File: src/rtl/fpu_wb_scheduler_if.sv
// Bundle between the FP execute units / issue stage and the regfile write-port scheduler.
interface fpu_wb_scheduler_if #(
  parameter int unsigned AW = 5,
  parameter int unsigned DW = 32
);
  logic          p_valid;
  logic [AW-1:0] p_rd;
  logic [DW-1:0] p_data;
  logic          d_issue;
  logic [AW-1:0] d_issue_rd;
  logic          d_busy;
  logic          d_valid;
  logic [DW-1:0] d_data;
  logic          d_ready;
  logic          cancel;
  logic [AW-1:0] rs1;
  logic [AW-1:0] rs2;
  logic [AW-1:0] rs3;
  logic [AW-1:0] rd_chk;
  logic          stall;
  logic          wb_we;
  logic [AW-1:0] wb_rd;
  logic [DW-1:0] wb_data;

  // Scheduler side
  modport slave (
    input  p_valid, p_rd, p_data, d_issue, d_issue_rd, d_valid, d_data, cancel,
           rs1, rs2, rs3, rd_chk,
    output d_busy, d_ready, stall, wb_we, wb_rd, wb_data
  );

  // Producer / issue-stage side
  modport master (
    output p_valid, p_rd, p_data, d_issue, d_issue_rd, d_valid, d_data, cancel,
           rs1, rs2, rs3, rd_chk,
    input  d_busy, d_ready, stall, wb_we, wb_rd, wb_data
  );
endinterface

File: src/rtl/fpu_wb_scheduler.sv
// Arbitrates the single FP regfile write port between the unstallable pipelined FPU
// and the iterative fdiv/fsqrt unit, tracking the iterative destination for hazards.
module fpu_wb_scheduler #(
  parameter int unsigned AW   = 5,
  parameter int unsigned DW   = 32,
  parameter int unsigned NREG = 32
) (
  input  logic                  clk,
  input  logic                  clrn,
  fpu_wb_scheduler_if.slave     bus
);

  typedef enum logic [1:0] {
    IDLE = 2'd0,
    PEND = 2'd1,
    HOLD = 2'd2
  } state_t;

  state_t        state;
  logic [AW-1:0] pend_rd;
  logic [DW-1:0] hold_data;
  logic [NREG-1:0] pend_hot;

  // One-hot view of the pending destination for the source/dest hazard lookup
  assign pend_hot = NREG'(1) << pend_rd;

  // Status and hazard outputs; stall clears the same edge the pending write lands
  assign bus.d_busy  = (state != IDLE);
  assign bus.d_ready = (state == PEND) && !bus.cancel;
  assign bus.stall   = (state != IDLE) &&
                       (pend_hot[bus.rs1] || pend_hot[bus.rs2] ||
                        pend_hot[bus.rs3] || pend_hot[bus.rd_chk]);

  // FSM and registered write port; the pipelined FPU always wins the port
  always_ff @(posedge clk or negedge clrn) begin
    if (!clrn) begin
      state       <= IDLE;
      pend_rd     <= '0;
      hold_data   <= '0;
      bus.wb_we   <= 1'b0;
      bus.wb_rd   <= '0;
      bus.wb_data <= '0;
    end else begin
      bus.wb_we <= 1'b0;
      if (bus.p_valid) begin
        bus.wb_we   <= 1'b1;
        bus.wb_rd   <= bus.p_rd;
        bus.wb_data <= bus.p_data;
      end
      case (state)
        IDLE: begin
          if (bus.d_issue && !bus.cancel) begin
            pend_rd <= bus.d_issue_rd;
            state   <= PEND;
          end
        end
        PEND: begin
          if (bus.cancel) begin
            state <= IDLE;
          end else if (bus.d_valid) begin
            if (bus.p_valid) begin
              hold_data <= bus.d_data;
              state     <= HOLD;
            end else begin
              bus.wb_we   <= 1'b1;
              bus.wb_rd   <= pend_rd;
              bus.wb_data <= bus.d_data;
              state       <= IDLE;
            end
          end
        end
        HOLD: begin
          if (!bus.p_valid) begin
            bus.wb_we   <= 1'b1;
            bus.wb_rd   <= pend_rd;
            bus.wb_data <= hold_data;
            state       <= IDLE;
          end
        end
        default: state <= IDLE;
      endcase
    end
  end

endmodule
File: src/flat_wrapper.sv
// flat-port wrapper written by rule: the top's interface ports become plain ports
module fpu_wb_scheduler_flat 
#(
  parameter int unsigned AW   = 5,
  parameter int unsigned DW   = 32,
  parameter int unsigned NREG = 32
)
  (clk, clrn, bus_p_valid, bus_p_rd, bus_p_data, bus_d_issue, bus_d_issue_rd, bus_d_valid, bus_d_data, bus_cancel, bus_rs1, bus_rs2, bus_rs3, bus_rd_chk, bus_d_busy, bus_d_ready, bus_stall, bus_wb_we, bus_wb_rd, bus_wb_data);
  fpu_wb_scheduler_if #(.AW(AW), .DW(DW)) bus_i ();
  input  logic clk;
  input  logic clrn;
  input wire logic [$bits(bus_i.p_valid)-1:0] bus_p_valid;
  input wire logic [$bits(bus_i.p_rd)-1:0] bus_p_rd;
  input wire logic [$bits(bus_i.p_data)-1:0] bus_p_data;
  input wire logic [$bits(bus_i.d_issue)-1:0] bus_d_issue;
  input wire logic [$bits(bus_i.d_issue_rd)-1:0] bus_d_issue_rd;
  input wire logic [$bits(bus_i.d_valid)-1:0] bus_d_valid;
  input wire logic [$bits(bus_i.d_data)-1:0] bus_d_data;
  input wire logic [$bits(bus_i.cancel)-1:0] bus_cancel;
  input wire logic [$bits(bus_i.rs1)-1:0] bus_rs1;
  input wire logic [$bits(bus_i.rs2)-1:0] bus_rs2;
  input wire logic [$bits(bus_i.rs3)-1:0] bus_rs3;
  input wire logic [$bits(bus_i.rd_chk)-1:0] bus_rd_chk;
  output wire logic [$bits(bus_i.d_busy)-1:0] bus_d_busy;
  output wire logic [$bits(bus_i.d_ready)-1:0] bus_d_ready;
  output wire logic [$bits(bus_i.stall)-1:0] bus_stall;
  output wire logic [$bits(bus_i.wb_we)-1:0] bus_wb_we;
  output wire logic [$bits(bus_i.wb_rd)-1:0] bus_wb_rd;
  output wire logic [$bits(bus_i.wb_data)-1:0] bus_wb_data;
  assign bus_i.p_valid = bus_p_valid;
  assign bus_i.p_rd = bus_p_rd;
  assign bus_i.p_data = bus_p_data;
  assign bus_i.d_issue = bus_d_issue;
  assign bus_i.d_issue_rd = bus_d_issue_rd;
  assign bus_i.d_valid = bus_d_valid;
  assign bus_i.d_data = bus_d_data;
  assign bus_i.cancel = bus_cancel;
  assign bus_i.rs1 = bus_rs1;
  assign bus_i.rs2 = bus_rs2;
  assign bus_i.rs3 = bus_rs3;
  assign bus_i.rd_chk = bus_rd_chk;
  assign bus_d_busy = bus_i.d_busy;
  assign bus_d_ready = bus_i.d_ready;
  assign bus_stall = bus_i.stall;
  assign bus_wb_we = bus_i.wb_we;
  assign bus_wb_rd = bus_i.wb_rd;
  assign bus_wb_data = bus_i.wb_data;
  fpu_wb_scheduler #(.AW(AW), .DW(DW), .NREG(NREG)) u_core (.clk(clk), .clrn(clrn), .bus(bus_i));
endmodule
File: config.mk
export PLATFORM = sky130hd
export DESIGN_NAME = fpu_wb_scheduler_flat
export DESIGN_NICKNAME = d
export VERILOG_FILES = /design/src/rtl/fpu_wb_scheduler_if.sv /design/src/rtl/fpu_wb_scheduler.sv /design/src/flat_wrapper.sv
export SDC_FILE = /design/constraint.sdc
export NUM_CORES = 1
export LEC_CHECK = 0
export ABC_AREA = 1
export BUFFER_PORTS_ARGS = -buffer_cell sky130_fd_sc_hd__buf_4
export CAP_MARGIN = 10
export CORE_MARGIN = 10
export CORE_UTILIZATION = 55
export DETAILED_ROUTE_END_ITERATION = 6
export PLACE_DENSITY_LB_ADDON = 0.25
export SYNTH_ARGS = -nofsm -noshare
export SYNTH_HDL_FRONTEND = slang
export SYNTH_SLANG_ARGS = --single-unit
File: constraint.sdc
create_clock -name clk -period 2.28 [get_ports clk]
set_clock_uncertainty 0.1 [all_clocks]
set_input_delay 0.228 -clock clk [delete_from_list [all_inputs] [get_ports clk]]
set_output_delay 0.228 -clock clk [all_outputs]
set_load 0.02 [all_outputs]
# [Yosys cells after proc, flatten, opt, wreduce, memory -nomap -nowiden]
# Index checks and enable logic that the tools add are counted.
[totals] word_cells=59 regBits=77 inputBits=100
[classes] shifts=1 mux=30 order_cmp=4 n_bitwise=1 n_eq_ne=5 reduce_logical=12
[op_table] operator="32-bit 2-to-1 mux" count=5
[op_table] operator="32-bit one-hot mux with 2 select lines" count=1
[op_table] operator="1-bit by 5-bit << shifter with 32-bit output, first input constant" count=1
[op_table] operator="5-bit by 6-bit < comparator with 1-bit output, second input constant" count=4
[op_table] operator="1-bit binary-select mux with 5-bit select" count=4
[op_table] operator="5-bit 2-to-1 mux" count=4
[op_table] operator="2-bit 2-to-1 mux" count=5
[op_table] operator="5-bit one-hot mux with 2 select lines" count=1
[op_table] operator="1-bit 2-to-1 mux" count=8
[op_table] operator="2-bit one-hot mux with 3 select lines" count=1
[op_table] operator="4-bit AND reduction" count=1
[op_table] operator="1-bit logical AND" count=3
[op_table] operator="1-bit logical OR" count=3
[op_table] operator="3-bit inequality test, second input constant" count=1
[op_table] operator="3-bit AND reduction" count=1
[op_table] operator="2-bit by 1-bit == test with 1-bit output, second input constant" count=1
[op_table] operator="2-bit == test, second input constant" count=1
[op_table] operator="2-bit logical NOT" count=1
[op_table] operator="2-bit by 1-bit inequality test with 1-bit output, second input constant" count=1
[op_table] operator="2-bit inequality test, second input constant" count=1
[op_table] operator="1-bit one-hot mux with 2 select lines" count=1
[op_table] operator="2-bit AND reduction" count=1
[op_table] operator="2-bit nonzero test" count=1
[op_table] operator="1-bit logical NOT" count=1
[op_table] operator="1-bit inverter" count=1

# [Depth between registers and ports, before layout]
# Gate-level depths: netlist (run 1).
[depth] ltp_word=7 ltp_mapped=13

# [Worst setup path before layout (run 1)]
# Ideal clock, no wire load.
[synth_timing] path_type="reg2out" start="reg u_core.pend_rd[3]" end="out bus_stall" stages_incl_launch_ff=14 path_slack_ps=185 t_arrival_ps=1767 path_cell_list="dfrtp_1 -> buf_2 -> inv_2 -> buf_2 -> nand3_1 -> nand2_1 -> nand3_1 -> nand2_1 -> nand2_1 -> nand3_1 -> nand3_1 -> nand2_1 -> nor2_1 -> a21oi_1"
[synth_between] elab_chain_len=7 elab_cells_between_ends=13
[synth_rtl] item="start, declared" line_no="fpu_wb_scheduler.sv:20" source="logic [AW-1:0] pend_rd;"
[synth_rtl] item="start signal, assigned" line_no="fpu_wb_scheduler.sv:53" source="pend_rd <= bus.d_issue_rd;"
[synth_rtl] item="1-bit by 5-bit << shifter with 32-bit output *" line_no="fpu_wb_scheduler.sv:25" source="assign pend_hot = NREG'(1) << pend_rd;"
[synth_rtl] item="1-bit binary-select mux with 5-bit select" line_no="fpu_wb_scheduler.sv:31" source="(pend_hot[bus.rs1] || pend_hot[bus.rs2] ||"
[synth_rtl] item="1-bit 2-to-1 mux (implied by the code)" line_no="fpu_wb_scheduler.sv:31"
[synth_rtl] item="1-bit logical OR (2 in series)" line_no="fpu_wb_scheduler.sv:31"
[synth_rtl] item="1-bit logical OR *" line_no="fpu_wb_scheduler.sv:32" source="pend_hot[bus.rs3] || pend_hot[bus.rd_chk]);"
[synth_rtl] item="1-bit logical AND *" line_no="fpu_wb_scheduler.sv:30" source="assign bus.stall = (state != IDLE) &&"
[synth_rtl] item="end, declared" line_no="flat_wrapper.sv:26" source="output wire logic [$bits(bus_i.stall)-1:0] bus_stall;"
# Every way passes the cells marked *; elsewhere a longest branch is shown, timed or not. The select of a mux whose other input is x is not followed.

# [Worst setup path after layout (run 1)]
[layout_timing] start="reg u_core.pend_rd[0]" end="out bus_stall"
# Same word-level chain as after synthesis.

==> flow_summary_export.csv, run 1 <==
group,metric,value,unit
run_status,status,"finished with violations",
run_status,violations_in_the_final_reports,"DRC, setup timing",
finish,syn2layout_area_growth,30.23,%
worst_setup_path,worst-endpoint-required,1950,ps
drt,finalWirelength,20030,um
synth,sequential_element_share_of_the_synthesized_area,32.61,%
drt,remaining_routing_drc_violations,1,
clock_network,cts.htree.levels,3,
clock_network,clock-sinks,77,
worst_setup_path,crit_path_buf_inv_count,3,
finish,num-nets-final,1211,
synth,synth_cell_types,24,
sta,grt_setup_unrepaired,"yes",
drt,detail_route.wl_per_cell,16.03,um
finish,diodes,0,
placement,portBuffers,140,
drt,routed_via_density,5.793,
sta,max_slew_margin,63.26,%
clock_network,tritoncts.num_buffers,9,
worst_setup_path,start_kind,"register",
drt,antenna_left,0,
drt,drtPass1Iterations,7,
grt,grt_pass1_wl,32020,um
clock_network,buffer_cell_driving_the_clock_tree_root,"sky130_fd_sc_hd__clkbuf_8",
finish,final_layout_size_suffix_gt1_share,22.64,%
min_path,worstHoldPathType,"primary input to register",
synth,syn_area,5909,um2
worst_setup_path,critical_path.cell_chain,"nor2_4 > buf_12 > nand4_1 > buf_4 > nand2_1 > nand3_1 > nand3_1 > nand3_1 > nand2_1 > nand2_1 > nand2_1 > nor2_1 > a21oi_1 > buf_4",
grt,grt_antenna_before_repair,0,
synth,synth_net_count,1078,
worst_setup_path,critical_path_peak_fanout,6,
sta,minimum_clock_period_after_layout,2631,ps
worst_setup_path,r2r_cells,10,
worst_setup_path,crit_type,"register to primary output",
finish,layout.area.seq,1931,um2
min_path,min_path_cells,3,
drt,violation_count_after_the_first_detailed_route_iteration,910,
sta,postLayoutSetupSlackWorst,-350.9,ps
sta,timing_max_transition_violations_final,0,
sta,least_margin_pin_slew,551.1,ps
floorplan,io_pins,141,
worst_setup_path,critPathTopFamily,"simple AND/OR/NAND/NOR gates",
floorplan,die-area,15290,um2
floorplan,design.core.area,10420,um2
job,drv.max_cap_violation_count,0,
clock_network,clock_tree.buffer_depth,2,
sta,max_clock_freq,380.1,MHz
sta,setup-violations-final,1,
clock_network,tritoncts_clock_tree,"yes",
finish,num-fill-cells,885,
synth,yosys_warnings,0,
grt,maximum_number_of_pins_on_one_net_before_global_route_repair,65,
grt,grt_util_all_layers,25.17,%
placement,place_congestion,0.9574,
finish,post-route-util,73.89,%
synth,synth_cells,975,
power,fin_total_pwr,9.163,mW
floorplan,die-height,123.7,um
clock_network,worst_skew_pair_latency,350,ps
power,power_leakage,4.098,nW
synth,syn_avg_cell_area,6.061,um2
sta,whs,41.65,ps
worst_setup_path,worst_path_max_delay_cell,"sky130_fd_sc_hd__dfrtp_2",
placement,place_hpwl,13670,um
worst_setup_path,cpPeakStageDelay,500,ps
grt,globalRoute.totalOverflow,0,
worst_setup_path,crit_cells,14,
sta,post-route-period-util,115.4,%
power,vdd.ir_drop.worst,0.7361,mV
floorplan,floorplan.rows,37,
finish,footprint_of_the_multi_input_gates,3581,um2
power,power_per_cell_area,1191,nW/um2
clock_network,cts.reportedPaths.clkPinSlew,80,ps
grt,via_count_of_the_first_global_routing_pass,6757,
sta,finalHoldViolCount,0,
synth,postSynthRegisterBits,77,
worst_setup_path,worst_path_most_repeated_cell,"sky130_fd_sc_hd__nand2_1",
floorplan,start_util,56.73,%
worst_setup_path,timing.critical_path.arrival,2300,ps
worst_setup_path,setup.worst_path.end_class,"primary output",
floorplan,die_width,123.7,um
drt,vias,7235,
[worst paths after layout]
check	end	from	slack, ps
worst min-delay path	u_core.pend_rd[4]	bus_d_issue_rd[4]	40
worst max register to register	u_core.state[1]	u_core.state[1]	260
worst max-delay path	bus_stall	u_core.pend_rd[0]	-350
max in group asynchronous	u_core.pend_rd[0]	clrn	1240
worst min register to register	u_core.hold_data[11]	u_core.hold_data[11]	390
min in group asynchronous	u_core.bus.wb_data[0]	clrn	200
[metal layers]
layer | wire, um | track usage [%]
met5 | 0 | 0
met4 | 655 | 8.588
met3 | 2006 | 5.747
met2 | 9546 | 41.79
met1 | 7818 | 31.61
[what timing repair did]
action	in CTS	in global routing
endpoints found under the setup margin	1	1
resized for setup	14	30
endpoints found under the hold margin	21	0
hold buffers	1	0
pin swaps	5	21
cloned	0	1
buffers inserted	9	6
[cells by family after synthesis]
group           share of synthesized area [%]
compound gates                          15.96
fa+ha+maj                              0.6353
buf+inv                                 9.464
flops                                   32.61
simple gates                            41.33
[tightest hold or removal path: stages]
cell,delay (ps)
sky130_fd_sc_hd__buf_4,80
sky130_fd_sc_hd__nor2_1,40
sky130_fd_sc_hd__a21oi_1,100
[synthesized netlist by cell type, drive strengths merged]
master	count	share of area (%)
o32ai	1	0.15
a21boi	4	0.51
o31ai	1	0.13
buf	15	1.3
nand2	342	22
a41oi	1	0.15
o21ai	66	5.6
nor2	55	4.0
inv	75	4.8
a21oi	98	8.3
clkinv	1	0.063
ha	3	0.64
clkbuf	53	3.4
o211ai	9	1.1
nand3	141	12
nand4	33	3.5
dfrtp	77	33
[report_power, final]
group          switching (mW)  total [mW]  internal [mW]
clock network           0.552        1.10          0.544
logic                    3.41        5.54           2.13
registers               0.447        2.53           2.08
[placed cells by master, fill, tap and decap left out, types with 2 or more instances in the layout]
master,Yosys,layout
sky130_fd_sc_hd__inv_2,8,9
sky130_fd_sc_hd__dfrtp_1,77,74
sky130_fd_sc_hd__inv_1,67,65
sky130_fd_sc_hd__nor2_1,46,43
sky130_fd_sc_hd__a21oi_1,98,98
sky130_fd_sc_hd__buf_4,2,177
sky130_fd_sc_hd__buf_6,0,5
sky130_fd_sc_hd__nand3_1,140,124
sky130_fd_sc_hd__nand3_2,1,15
sky130_fd_sc_hd__inv_6,0,2
sky130_fd_sc_hd__dfrtp_2,0,3
sky130_fd_sc_hd__nand2_2,1,5
sky130_fd_sc_hd__nand2_1,341,337
sky130_fd_sc_hd__ha_1,3,3
sky130_fd_sc_hd__nand3_4,0,2
sky130_fd_sc_hd__a21boi_0,4,4
sky130_fd_sc_hd__clkbuf_8,0,10
sky130_fd_sc_hd__nor2_4,2,11
sky130_fd_sc_hd__o21ai_0,66,66
sky130_fd_sc_hd__nand4_1,33,33
sky130_fd_sc_hd__buf_12,0,6
sky130_fd_sc_hd__o211ai_1,9,9
[through the flow]
stage / instance area (um2) / TNS [ps] / instances / setup slack [ps]
global placement: 7167 / 0 / 1216 / 53.31
global route: 7696 / -461.8 / 1249 / -461.8
detailed placement: 7167 / 0 / 1216 / 38.70
floorplan: 5909 / 0 / 975 / 184.6
CTS: 7503 / -209.3 / 1242 / -209.3
finish: 7696 / -350.9 / 1249 / -350.9
[state kept, by name (all words and copies together) (netlist names)]
signal	flops
u_core.bus.wb_data	32
u_core.hold_data	32
u_core.bus.wb_rd	5
u_core.pend_rd	5
u_core.state	2
u_core.bus.wb_we	1
[area by class of cell]
cell class | count | share of cell area (%)
clock buffers | 10 | 1.788
flip-flops and latches | 77 | 25.09
well taps | 136 | 2.211
multi-input cells | 754 | 46.53
inverters | 76 | 3.739
repair buffers | 190 | 19.75
clock inverters | 6 | 0.8942
Power figures use the tool's default switching activity.
==> inputs of run 2 (changes only) <==
CORE_ASPECT_RATIO = 1.75   (was unset)
REMOVE_ABC_BUFFERS = 1   (was unset)
==> flow_summary_export.csv, run 2 (synthesis gave the netlist of run 1 again) <==
group,metric,value,unit
run_status,status,"finished with violations",
run_status,violations_in_the_final_reports,"setup timing",
worst_setup_path,critPathTopFamily,"simple AND/OR/NAND/NOR gates",
worst_setup_path,r2r_cells,7,
grt,via_count_of_the_first_global_routing_pass,7414,
placement,placedCellCount,1231,
worst_setup_path,setup.worst_path.end_class,"primary output",
min_path,hold_path_end,"u_core.pend_rd[0]",
job,drv.max_cap_violation_count,0,
sta,minimum_clock_period_after_layout,2610,ps
placement,portBuffers,140,
floorplan,floorplan.rows,50,
min_path,min_from,"bus_d_issue_rd[0]",
clock_network,buffer_cell_driving_the_clock_tree_root,"sky130_fd_sc_hd__clkbuf_16",
finish,reg_top3,"u_core.bus.wb_data x32, u_core.hold_data x32",
worst_setup_path,worst_path_max_delay_cell,"sky130_fd_sc_hd__dfrtp_2",
floorplan,die-height,157.1,um
sta,post-route-period-util,114.5,%
sta,grt_setup_unrepaired,"yes",
grt,grt_antenna_before_repair,0,
finish,final_layout_size_suffix_gt1_share,23.73,%
clock_network,tritoncts.num_buffers,9,
power,fin_total_pwr,9.651,mW
clock_network,cts.htree.levels,3,
drt,drtPass1Iterations,5,
min_path,worstHoldPathType,"primary input to register",
worst_setup_path,critical_path.reg2reg.startpoint,"u_core.state[1]",
min_path,min_path_cells,3,
finish,syn2layout_area_growth,34.11,%
sta,max_slew_margin,59.76,%
sta,least_margin_pin_slew,603.6,ps
finish,final_common_cell,"sky130_fd_sc_hd__nand2_1",
floorplan,design.core.area,10640,um2
drt,remaining_routing_drc_violations,0,
worst_setup_path,crit_path_buf_inv_count,3,
placement,place_hpwl,16610,um
sta,finalHoldViolCount,0,
worst_setup_path,critical_path_peak_fanout,7,
grt,grt_pass1_wl,36520,um
worst_setup_path,worst-endpoint-required,1950,ps
worst_setup_path,crit_type,"register to primary output",
finish,final_area,7925,um2
finish,layout.cells.most_common_list,"332 x sky130_fd_sc_hd__nand2_1, 185 x sky130_fd_sc_hd__buf_4, 125 x sky130_fd_sc_hd__nand3_1, 97 x sky130_fd_sc_hd__a21oi_1, 74 x sky130_fd_sc_hd__dfrtp_1",
floorplan,start_util,55.56,%
drt,violation_count_after_the_first_detailed_route_iteration,422,
worst_setup_path,critical_path.cell_chain,"inv_4 > nand2_4 > nor2_4 > buf_6 > nand3_1 > nand2_1 > nand3_1 > nand3_1 > nand3_1 > nand2_1 > nand2_1 > nand2_2 > nor2_2 > a21oi_2 > buf_6",
sta,max_clock_freq,383.2,MHz
clock_network,worst_skew_pair_latency,330,ps
clock_network,cts.reportedPaths.clkPinSlew,60,ps
sta,totalNegativeSetupSlack,-329.9,ps
worst_setup_path,r2r-end,"u_core.hold_data[15]",
drt,antenna_left,0,
worst_setup_path,regToRegSetupSlack,380,ps
drt,detail_route.wl_per_cell,18.10,um
worst_setup_path,start_kind,"register",
finish,num-nets-final,1224,
sta,timing_max_transition_violations_final,0,
clock_network,clock_tree.buffer_depth,2,
clock_network,clock-sinks,77,
clock_network,tritoncts_clock_tree,"yes",
power,power_leakage,4.211,nW
drt,routed_via_density,5.867,
finish,instances_no_fill,1255,
finish,post-route-util,74.52,%
drt,finalWirelength,22710,um
power,power_per_cell_area,1218,nW/um2
grt,globalRoute.totalOverflow,0,
floorplan,die_width,98.36,um
sta,postLayoutSetupSlackWorst,-329.9,ps
finish,diodes,0,
grt,maximum_number_of_pins_on_one_net_before_global_route_repair,65,
worst_setup_path,cpPeakStageDelay,500,ps
floorplan,io_pins,141,
power,vdd.ir_drop.worst,1.063,mV
sta,setup-violations-final,1,
placement,place_congestion,1.016,
grt,grt_util_all_layers,28.76,%
floorplan,die-area,15450,um2
worst_setup_path,timing.critical_path.arrival,2280,ps
drt,vias,7363,
placement,placed_standard_cell_area,7355,um2
worst_setup_path,worst_path_most_repeated_cell,"sky130_fd_sc_hd__nand3_1",
## run 2: cell types whose count changed in the layout (fill, tap and decap cells not counted), moves of 3 or more
cell                        before  now
sky130_fd_sc_hd__clkbuf_8       10    0
sky130_fd_sc_hd__buf_4         177  185
sky130_fd_sc_hd__inv_2           9    6
sky130_fd_sc_hd__clkbuf_16       0    9
sky130_fd_sc_hd__buf_6           5    9
sky130_fd_sc_hd__nand2_1       337  332
sky130_fd_sc_hd__nand2_2         5    8
## run 2: cell type report
cell class	instances	area, um2
clock buffer	9	225.2
sequential	77	1931
multi-input combinational	755	3611
inverter	76	290.3
tap	130	162.7
timing repair buffer	202	1640
clock inverter	6	65.06
fill	931	2710
## run 2: power by group
group	switching, mW	internal, mW	leakage (nW)
Combinational	3.51	2.19	3.13
Sequential	0.470	2.08	0.941
Clock	0.562	0.841	0.141
Total	4.54	5.11	4.21
## run 2: repair_timing
item	in CTS	in global routing
pin swaps	7	18
buffers inserted	5	2
gates resized for setup	29	23
hold endpoints to repair	41	0
gates cloned	1	0
hold buffers	1	0
setup endpoints to repair	1	1
## run 2: routing by layer
| metal | GRT usage (%) | share of wire [%] | up-vias |
|---|---|---|---|
| met5 | 0 | 0 | - |
| met4 | 21.25 | 7.9 | 0 |
| met3 | 4.785 | 5.6 | 111 |
| met2 | 52.15 | 53 | 341 |
| met1 | 28.58 | 33 | 3407 |
| li1 | - | - | 3504 |
## run 2: worst max-delay path by stage
stage	startpoint	endpoint	cells past startpoint	slack [ps]
detailed placement	u_core.pend_rd[1]	bus_stall	10	-60
CTS	u_core.pend_rd[2]	bus_stall	10	-300
global placement	u_core.pend_rd[1]	bus_stall	10	-40
floorplan	u_core.state[1]	u_core.hold_data[0]	6	-840
global route	u_core.pend_rd[0]	bus_stall	15	-440
finish	u_core.pend_rd[1]	bus_stall	15	-330
## run 2: per-stage QoR
step	setup WS [ps]	hold slack, ps
floorplan	-843.8	-167.6
global route	-435.8	78.80
detailed placement	-62.74	166.1
finish	-329.9	70.74
CTS	-297.6	64.45
global placement	-35.06	161.9
## run 2: worst min-delay path, stage by stage
cell	delay, ps
sky130_fd_sc_hd__buf_4	90
sky130_fd_sc_hd__nor2_1	40
sky130_fd_sc_hd__a21oi_1	100
